File: config.mk
export PLATFORM = sky130hd
export DESIGN_NAME = ccff_chain_loader
export DESIGN_NICKNAME = d
export VERILOG_FILES = /design/src/rtl/ccff_chain_loader.sv
export SDC_FILE = /design/constraint.sdc
export NUM_CORES = 1
export LEC_CHECK = 0
export ABC_AREA = 1
export ABC_CLOCK_PERIOD_IN_PS = 2530
export BUFFER_PORTS_ARGS = -buffer_cell sky130_fd_sc_hd__buf_2
export CAP_MARGIN = 0
export CORE_AREA = 2 2 86 88
export CTS_CLUSTER_DIAMETER = 40
export DETAILED_ROUTE_END_ITERATION = 16
export DIE_AREA = 0 0 88 90
export PLACE_DENSITY = 0.82
export SYNTH_ARGS = -nofsm -noshare
export SYNTH_HDL_FRONTEND = slang
export SYNTH_SLANG_ARGS = --single-unit
export TNS_END_PERCENT = 100
File: constraint.sdc
create_clock -name clk -period 2.53 [get_ports clk]
set_input_delay 0.1265 -clock clk [delete_from_list [all_inputs] [get_ports clk]]
set_output_delay 0.1265 -clock clk [all_outputs]
set_load 0.05 [all_outputs]
File: src/rtl/ccff_chain_loader.sv
// ccff_chain_loader: accepts bitstream words over valid/ready and shifts them
// MSB first into the configuration flip-flop chain, one bit per prog_en cycle.
// Optional CRC-16-CCITT of the shifted stream when CCFF_LOADER_CRC_EN is defined.
module ccff_chain_loader #(
  parameter int CHAIN_LEN = 1024,
  parameter int WORD_W    = 32,
  parameter int CNT_W     = $clog2(CHAIN_LEN+1)
) (
  input  logic              clk,
  input  logic              reset,
  input  logic              start,
  input  logic              abort,
  input  logic [WORD_W-1:0] s_data,
  input  logic              s_valid,
  output logic              s_ready,
  output logic              ccff_head,
  output logic              prog_en,
  output logic              busy,
  output logic [CNT_W-1:0]  bits_left,
  output logic              done,
  output logic              aborted
`ifdef CCFF_LOADER_CRC_EN
  ,
  output logic [15:0]       crc
`endif
);

  localparam int BC_W = $clog2(WORD_W+1);

  typedef enum logic [1:0] {IDLE, LOAD, FIN} state_t;

  state_t            state;
  logic [WORD_W-1:0] buf_q;
  logic [BC_W-1:0]   buf_cnt;

  logic              acc;
  logic              do_shift;
  logic              shift_bit;
  logic [WORD_W-1:0] nxt_buf;
  logic [BC_W-1:0]   nxt_cnt;
  logic [CNT_W-1:0]  nxt_bl;
  logic              nxt_rdy;

  // Next buffer/counter values for one LOAD cycle. An accepted word into an
  // empty buffer shifts its MSB out immediately (1-cycle latency); a word
  // accepted while the last buffered bit leaves is loaded whole, so the
  // stream stays bubble-free.
  always_comb begin
    acc       = s_valid & s_ready;
    do_shift  = (state == LOAD) && !abort && (bits_left != '0) &&
                ((buf_cnt != '0) || acc);
    shift_bit = (buf_cnt != '0) ? buf_q[WORD_W-1] : s_data[WORD_W-1];
    nxt_buf   = buf_q;
    nxt_cnt   = buf_cnt;
    if ((buf_cnt != '0) && do_shift) begin
      nxt_buf = buf_q << 1;
      nxt_cnt = buf_cnt - BC_W'(1);
    end
    if (acc) begin
      if (buf_cnt == '0) begin
        nxt_buf = s_data << 1;
        nxt_cnt = BC_W'(WORD_W - 1);
      end else begin
        nxt_buf = s_data;
        nxt_cnt = BC_W'(WORD_W);
      end
    end
    nxt_bl  = do_shift ? bits_left - CNT_W'(1) : bits_left;
    // Ready only while the chain still needs bits beyond what is buffered.
    nxt_rdy = ((nxt_cnt == '0) && (nxt_bl != '0)) ||
              ((nxt_cnt == BC_W'(1)) && (nxt_bl > CNT_W'(1)));
  end

  // Control FSM with registered outputs; abort beats accept/shift in LOAD.
  always_ff @(posedge clk or negedge reset) begin
    if (!reset) begin
      state     <= IDLE;
      buf_q     <= '0;
      buf_cnt   <= '0;
      s_ready   <= 1'b0;
      ccff_head <= 1'b0;
      prog_en   <= 1'b0;
      busy      <= 1'b0;
      bits_left <= '0;
      done      <= 1'b0;
      aborted   <= 1'b0;
    end else begin
      prog_en <= 1'b0;
      done    <= 1'b0;
      aborted <= 1'b0;
      case (state)
        IDLE: begin
          if (start) begin
            state     <= LOAD;
            bits_left <= CNT_W'(CHAIN_LEN);
            buf_cnt   <= '0;
            busy      <= 1'b1;
            s_ready   <= 1'b1;
          end
        end
        LOAD: begin
          if (abort) begin
            state   <= IDLE;
            buf_cnt <= '0;
            busy    <= 1'b0;
            s_ready <= 1'b0;
            aborted <= 1'b1;
          end else if (bits_left == '0) begin
            state   <= FIN;
            buf_cnt <= '0;
            busy    <= 1'b0;
            s_ready <= 1'b0;
            done    <= 1'b1;
          end else begin
            buf_q     <= nxt_buf;
            buf_cnt   <= nxt_cnt;
            bits_left <= nxt_bl;
            s_ready   <= nxt_rdy;
            if (do_shift) begin
              prog_en   <= 1'b1;
              ccff_head <= shift_bit;
            end
          end
        end
        FIN:     state <= IDLE;
        default: state <= IDLE;
      endcase
    end
  end

`ifdef CCFF_LOADER_CRC_EN
  // CRC-16-CCITT over every bit the chain actually captures.
  always_ff @(posedge clk or negedge reset) begin
    if (!reset)
      crc <= 16'hFFFF;
    else if ((state == IDLE) && start)
      crc <= 16'hFFFF;
    else if (prog_en)
      crc <= {crc[14:0], 1'b0} ^ ((crc[15] ^ ccff_head) ? 16'h1021 : 16'h0000);
  end
`endif

endmodule
==> results of run 1 <==
## state kept, by name, indices dropped and copies added (netlist names)
signal     cells
bits_left     11
s_ready        1
aborted        1
buf_cnt        6
prog_en        1
busy           1
done           1
buf_q         32
ccff_head      1
state          2
## placed cells by master, fill, tap and decap left out, types with 2 or more instances in the layout
cell        netlist  final
nor2_1           37     37
o22ai_1          31     31
o21ai_0          57     57
clkinvlp_4        0      4
buf_4             2     12
nor2_2            5      5
dfrtp_1          57     57
nand3_4           4      4
ha_1              2      2
nand4_1           8      8
o221ai_1          2      2
clkinv_1          2      2
nor2_4            3      3
xor2_1           10     10
inv_1            76     75
a31oi_1           3      3
or2_2             2      2
a21oi_1          15     15
clkbuf_8          0      9
nand3_1          16     16
bufinv_16         0      3
o21ai_1           3      3
inv_2             7      7
buf_2             4     53
nand2_2           3      3
a32oi_1           5      5
nand2_1          77     77
## worst max-delay path, stage by stage (launching register included)
cell and delay, ns:
dfrtp_1 0.40, inv_1 0.16, ha_1 0.22, nand2_1 0.08
nor2_2 0.16, nand3_4 0.18, nand3_4 0.25, nor2_1 0.07
a21oi_1 0.22, nand3_1 0.11, nor2_1 0.16, nand2_1 0.11
nand2_1 0.09, a21oi_2 0.05
## cells by family (layout without fill, tap and decap cells)
| kind of cell | after synthesis | after routing | synth area share |
|---|---|---|---|
| AND/OR/NAND/NOR | 158 | 158 | 0.223 |
| buffers and inverters | 107 | 168 | 0.132 |
| flip-flops | 57 | 57 | 0.417 |
| AO/OA/AOI/OAI | 118 | 118 | 0.195 |
| adder cells (fa/ha/maj) | 2 | 2 | 0.00732 |
| XOR/XNOR | 10 | 10 | 0.0256 |
## power by group through the flow
stage                     sequential (mW)  combinational (mW)  clock [mW]
after detailed placement             1.50                3.28           0
after global placement               1.50                3.19           0
after global routing                 1.53                3.74        1.11
after CTS                            1.49                3.30        1.07
after floorplan                      1.81                2.29           0
final                                1.49                3.35        1.06
## final cells by class
class                   instances  area, µm²
well taps                      99        124
flip-flops and latches         57       1430
repair buffers                 66        365
clock buffers                   9        124
inverters                      85        323
multi-input cells             288       1540
clock inverters                 7        119
fillers                       643       2990
repair inverters                1       7.51
## final timing paths
check                                               from                        to  slack, ns  cells past startpoint
min in group asynchronous                          reset     buf_q[19]$_DFFE_PN0P_       0.21                      2
worst min-delay path                               abort         aborted$_DFF_PN0_       0.04                      3
worst min register to register     ccff_head$_DFFE_PN0P_     ccff_head$_DFFE_PN0P_       0.48                      2
worst max-delay path            bits_left[0]$_DFFE_PN0P_       s_ready$_DFFE_PN0P_       0.17                     13
max in group asynchronous                          reset  bits_left[0]$_DFFE_PN0P_       1.67                      3
worst max register to register  bits_left[0]$_DFFE_PN0P_       s_ready$_DFFE_PN0P_       0.17                     13
## metal layers
metal | track usage | up-vias | part of all wire
met5 | 0 | - | 0
met4 | 0.0705 | 0 | 0.015
met3 | 0.0569 | 16 | 0.064
met2 | 0.334 | 142 | 0.48
met1 | 0.302 | 1508 | 0.44
li1 | - | 1594 | -
## timing repair
item                                    in CTS  in global routing
resized for setup                            0                  2
setup buffers                                0                  0
hold buffers                                 1                  0
endpoints found under the hold margin       15                  0
endpoints found under the setup margin       0                 19
==> impl_metrics.env, run 1 <==
export IMPL_status="finished clean"
export IMPL_path_clk_slew_ns=0.07
export IMPL_instances_no_fill=612
export IMPL_vias=3260
export IMPL_timing_final_crit_period_ns=2.36
export IMPL_pre_cts_slack_ns=0.134
export IMPL_synth_top_area_share=0.417
export IMPL_io_pin_count=54
export IMPL_fin_area_um2=4030
export IMPL_p_sw_mw=2.88
export IMPL_drive_above_1_share=0.214
export IMPL_synth_fp_nets=491
export IMPL_fp_dieH_um=90
export IMPL_dr_pass1_iters=5
export IMPL_antenna_cells=0
export IMPL_cts_tree="done"
export IMPL_die_x_um=88
export IMPL_finalHoldViolations=0
export IMPL_grt_ovfl_total=0
export IMPL_drcViolationCount=0
export IMPL_htree_levels=3
export IMPL_cap_violations=0
export IMPL_grt_pass1_wl_mm=13.7
export IMPL_start_util=0.487
export IMPL_setup_tns_ns=0
export IMPL_die_area_um2=7920
export IMPL_rows=31
export IMPL_worstPathArrival_ns=2.61
export IMPL_power_frac_seq=0.253
export IMPL_p_leak_nw=2.08
export IMPL_p_total_mw=5.90
export IMPL_peakVddDrop_v=0.000683
export IMPL_grt_use_total=0.219
export IMPL_yosys_warnings=0
export IMPL_combPwrFrac=0.568
export IMPL_synth_area_leader_cell="dfrtp_1"
export IMPL_cts_root_buf="clkbuf_8"
export IMPL_vias_per_cell=5.33
export IMPL_routed_wl_mm=8.30
export IMPL_cp_end_kind="flip-flop"
export IMPL_p_sw_frac=0.489
export IMPL_async_reset_ff_frac=1.00
export IMPL_cts_buffers=9
export IMPL_synth_most_common_cell="nand2_1"
export IMPL_finalClockSkew_ns=0.00902
export IMPL_netlist_area_um2=3420
export IMPL_area_growth_pct=17.9
export IMPL_slew_headroom=0.652
export IMPL_clock_path_buffers=2
export IMPL_nets=547
export IMPL_required_ns=2.77
export IMPL_synth_edf_count=0
export IMPL_routabilityCongestion=0.832
export IMPL_placed_area_um2=3760
export IMPL_fp_coreArea_um2=7020
export IMPL_cts_sinks=57
export IMPL_worst_pin_slew_ns=0.520
export IMPL_timing_fmax_mhz=423
export IMPL_powerDensity_nw_per_um2=1470
export IMPL_seq_area_frac_synth=0.417
export IMPL_min_path_type="in2reg"
export IMPL_antenna_found_initial=0
export IMPL_postLayoutCoreUtil=0.574
export IMPL_cp_max_fo=17
export IMPL_crit_type="reg2reg"
export IMPL_insertion_delay_ns=0.35
export IMPL_ys_seq_elements=57
export IMPL_slew_violations=0
export IMPL_synthCells=452
export IMPL_post_drt_wl_per_cell_um=13.6
export IMPL_syn_area_per_cell_um2=7.56
export IMPL_crit_path_start_kind="flip-flop"
export IMPL_post_dp_hpwl_mm=5.74
export IMPL_synth_area_leaders="dfrtp_1 42%, nand2_1 8.5%, o21ai_0 8.3%, inv_1 8.3%, o22ai_1 5.7%"
export IMPL_dp_cells=594
export IMPL_synthTopCellsByCount="77 x nand2_1, 76 x inv_1, 57 x dfrtp_1, 57 x o21ai_0, 37 x nor2_1"
export IMPL_grt_start_max_net_pins=41
export IMPL_grt_pass1_vias=3015
export IMPL_port_buffers=53
export IMPL_hold_ws_ns=0.0403
export IMPL_timing_final_ws_setup_ns=0.168
export IMPL_p_clk_frac=0.180
export IMPL_rsz0062_at_grt="true"
export IMPL_ys_flop_type="dfrtp_1"
export IMPL_ant_nets=0
export IMPL_intPower_mw=3.02
export IMPL_drt_iter0_drc=290
export IMPL_setup_viol=0
export IMPL_yosysUniqueCellTypes=33
export IMPL_fin_crit_sh=0.934
Note: power is estimated with default switching activity, not from simulation.
==> inputs of run 2 (changes only) <==
--- a/config.mk
+++ b/config.mk
@@ -6,7 +6,7 @@
 export NUM_CORES = 1
 export LEC_CHECK = 0
 export ABC_AREA = 1
-export ABC_CLOCK_PERIOD_IN_PS = 2530
+export ABC_CLOCK_PERIOD_IN_PS = 2600
 export BUFFER_PORTS_ARGS = -buffer_cell sky130_fd_sc_hd__buf_2
 export CAP_MARGIN = 0
 export CORE_AREA = 2 2 86 88
==> constraint.sdc (replaced) <==
create_clock -name clk -period 2.6 [get_ports clk]
set_input_delay 0.13 -clock clk [delete_from_list [all_inputs] [get_ports clk]]
set_output_delay 0.13 -clock clk [all_outputs]
set_load 0.05 [all_outputs]
==> impl_metrics.env, run 2 (synthesis results as in run 1) <==
export IMPL_dr_pass1_iters=5
export IMPL_fill_cells=624
export IMPL_finalClockSkew_ns=0.00873
export IMPL_routed_wl_mm=8.11
export IMPL_drcViolationCount=0
export IMPL_drt_iter0_drc=224
export IMPL_post_cts_buffers=0
export IMPL_grt_start_max_net_pins=41
export IMPL_cp_end_kind="flip-flop"
export IMPL_antenna_found_initial=0
export IMPL_slew_violations=0
export IMPL_grt_pass1_vias=3018
export IMPL_cts_buffers=9
export IMPL_p_sw_frac=0.496
export IMPL_reg_largest_list="buf_q (32), bits_left (11), buf_cnt (6)"
export IMPL_slew_headroom=0.524
export IMPL_finalHoldViolations=0
export IMPL_rows=31
export IMPL_rrSetupSlack_ns=0.27
export IMPL_cap_violations=0
export IMPL_combPwrFrac=0.578
export IMPL_p_clk_frac=0.162
export IMPL_cp_endpoint="s_ready$_DFFE_PN0P_"
export IMPL_io_pin_count=54
export IMPL_cts_root_buf="clkbuf_8"
export IMPL_final_cell_mix="77 x nand2_1, 75 x inv_1, 57 x o21ai_0, 57 x dfrtp_1, 53 x buf_2"
export IMPL_peakVddDrop_v=0.000499
export IMPL_htree_levels=3
export IMPL_start_util=0.487
export IMPL_top_register="buf_q"
export IMPL_area_growth_pct=16.4
export IMPL_required_ns=2.84
export IMPL_vias_per_cell=5.34
export IMPL_reg2regPathDepth=13
export IMPL_min_path_type="in2reg"
export IMPL_powerDensity_nw_per_um2=1410
export IMPL_path_clk_slew_ns=0.07
export IMPL_reg2reg_from="bits_left[0]$_DFFE_PN0P_"
export IMPL_status="finished clean"
export IMPL_crit_path_start_kind="flip-flop"
export IMPL_rr_endpoint="s_ready$_DFFE_PN0P_"
export IMPL_vias=3246
export IMPL_p_sw_mw=2.77
export IMPL_timing_fmax_mhz=429
export IMPL_port_buffers=53
export IMPL_intPower_mw=2.82
export IMPL_cts_tree="done"
export IMPL_fin_crit_sh=0.896
export IMPL_antenna_cells=0
export IMPL_grt_ovfl_total=0
export IMPL_setup_viol=0
export IMPL_setup_tns_ns=0
export IMPL_grt_pass1_wl_mm=13.6
export IMPL_fp_dieH_um=90
export IMPL_rsz0062_at_grt="false"
export IMPL_clock_path_buffers=2
export IMPL_power_frac_seq=0.260
export IMPL_grt_use_total=0.216
export IMPL_largest_register_ffs=32
export IMPL_layout_commonest_cell="nand2_1"
export IMPL_whs_path_depth=3
export IMPL_p_leak_nw=2.06
export IMPL_ant_nets=0
export IMPL_worstPathArrival_ns=2.57
export IMPL_worst_pin_slew_ns=0.714
export IMPL_drive_above_1_share=0.208
export IMPL_insertion_delay_ns=0.35
export IMPL_timing_final_crit_period_ns=2.33
export IMPL_post_drt_wl_per_cell_um=13.3
export IMPL_die_area_um2=7920
export IMPL_nets=544
export IMPL_die_x_um=88
export IMPL_routabilityCongestion=0.899
export IMPL_post_dp_hpwl_mm=5.59
export IMPL_cp_max_fo=17
export IMPL_crit_type="reg2reg"
export IMPL_cts_sinks=57
export IMPL_startpoint="bits_left[0]$_DFFE_PN0P_"
export IMPL_fp_coreArea_um2=7020
export IMPL_hold_ws_ns=0.0324
[run 2: worst min-delay path by stage]
stage          startpoint                    end  slack (ns)
6_report            abort      aborted$_DFF_PN0_        0.03
5_1_grt             abort      aborted$_DFF_PN0_        0.05
4_1_cts             abort      aborted$_DFF_PN0_        0.03
3_5_place_dp        reset      prog_en$_DFF_PN0_        0.22
3_3_place_gp        reset  buf_q[19]$_DFFE_PN0P_        0.21
2_1_floorplan       reset      aborted$_DFF_PN0_       -0.17
[run 2: critical path: stages, from the launching register on]
cell and delay, ns:
dfrtp_1 0.40, inv_1 0.15, ha_1 0.23, nand2_1 0.08, nor2_2 0.16, nand3_4 0.19
nand3_4 0.25, nor2_1 0.06, a21oi_1 0.22, nand3_1 0.12, nor2_1 0.16, nand2_1 0.08
nand2_1 0.08, a21oi_2 0.05
[run 2: cell type report]
cell class / instances / area [µm²] / share of cell area
multi-input cells: 288 / 1540 / 0.387
flip-flops and latches: 57 / 1430 / 0.359
repair buffers: 63 / 343 / 0.0862
inverters: 85 / 323 / 0.0812
clock buffers: 13 / 179 / 0.0450
well taps: 99 / 124 / 0.0311
clock inverters: 2 / 35.0 / 0.00881
repair inverters: 1 / 7.51 / 0.00189
[run 2: through the flow]
| step | worst slack (ns) | std cells | power (mW) | util | area [µm²] |
|---|---|---|---|---|---|
| 2_1_floorplan | 0.341 | 452 | 3.99 | - | 3420 |
| 4_1_cts | 0.235 | 607 | 5.56 | 0.565 | 3970 |
| 3_3_place_gp | 0.343 | 591 | 4.54 | 0.533 | 3740 |
| 5_1_grt | 0.0988 | 608 | 6.06 | 0.567 | 3980 |
| 3_5_place_dp | 0.243 | 591 | 4.64 | 0.533 | 3740 |
| 6_report | 0.269 | 608 | 5.60 | 0.567 | 3980 |
[run 2: timing repair]
item / 4_1_cts / 5_1_grt
hold buffers: 1 / 0
endpoints found under the setup margin: 0 / 18
endpoints found under the hold margin: 30 / 0
resized for setup: 0 / 2
[run 2: power groups by stage]
stage / logic, mW / clock network (mW) / registers (mW)
2_1_floorplan: 2.23 / 0 / 1.76
3_3_place_gp: 3.09 / 0 / 1.45
3_5_place_dp: 3.17 / 0 / 1.47
4_1_cts: 3.19 / 0.913 / 1.46
5_1_grt: 3.61 / 0.954 / 1.50
6_report: 3.23 / 0.906 / 1.46
[run 2: routing by layer]
metal  track usage  wire length, µm  part of all wire
met3        0.0597              595             0.073
met4        0.0756              115             0.014
met5             0                0                 0
met2         0.326             3810              0.47
met1         0.297             3590              0.44
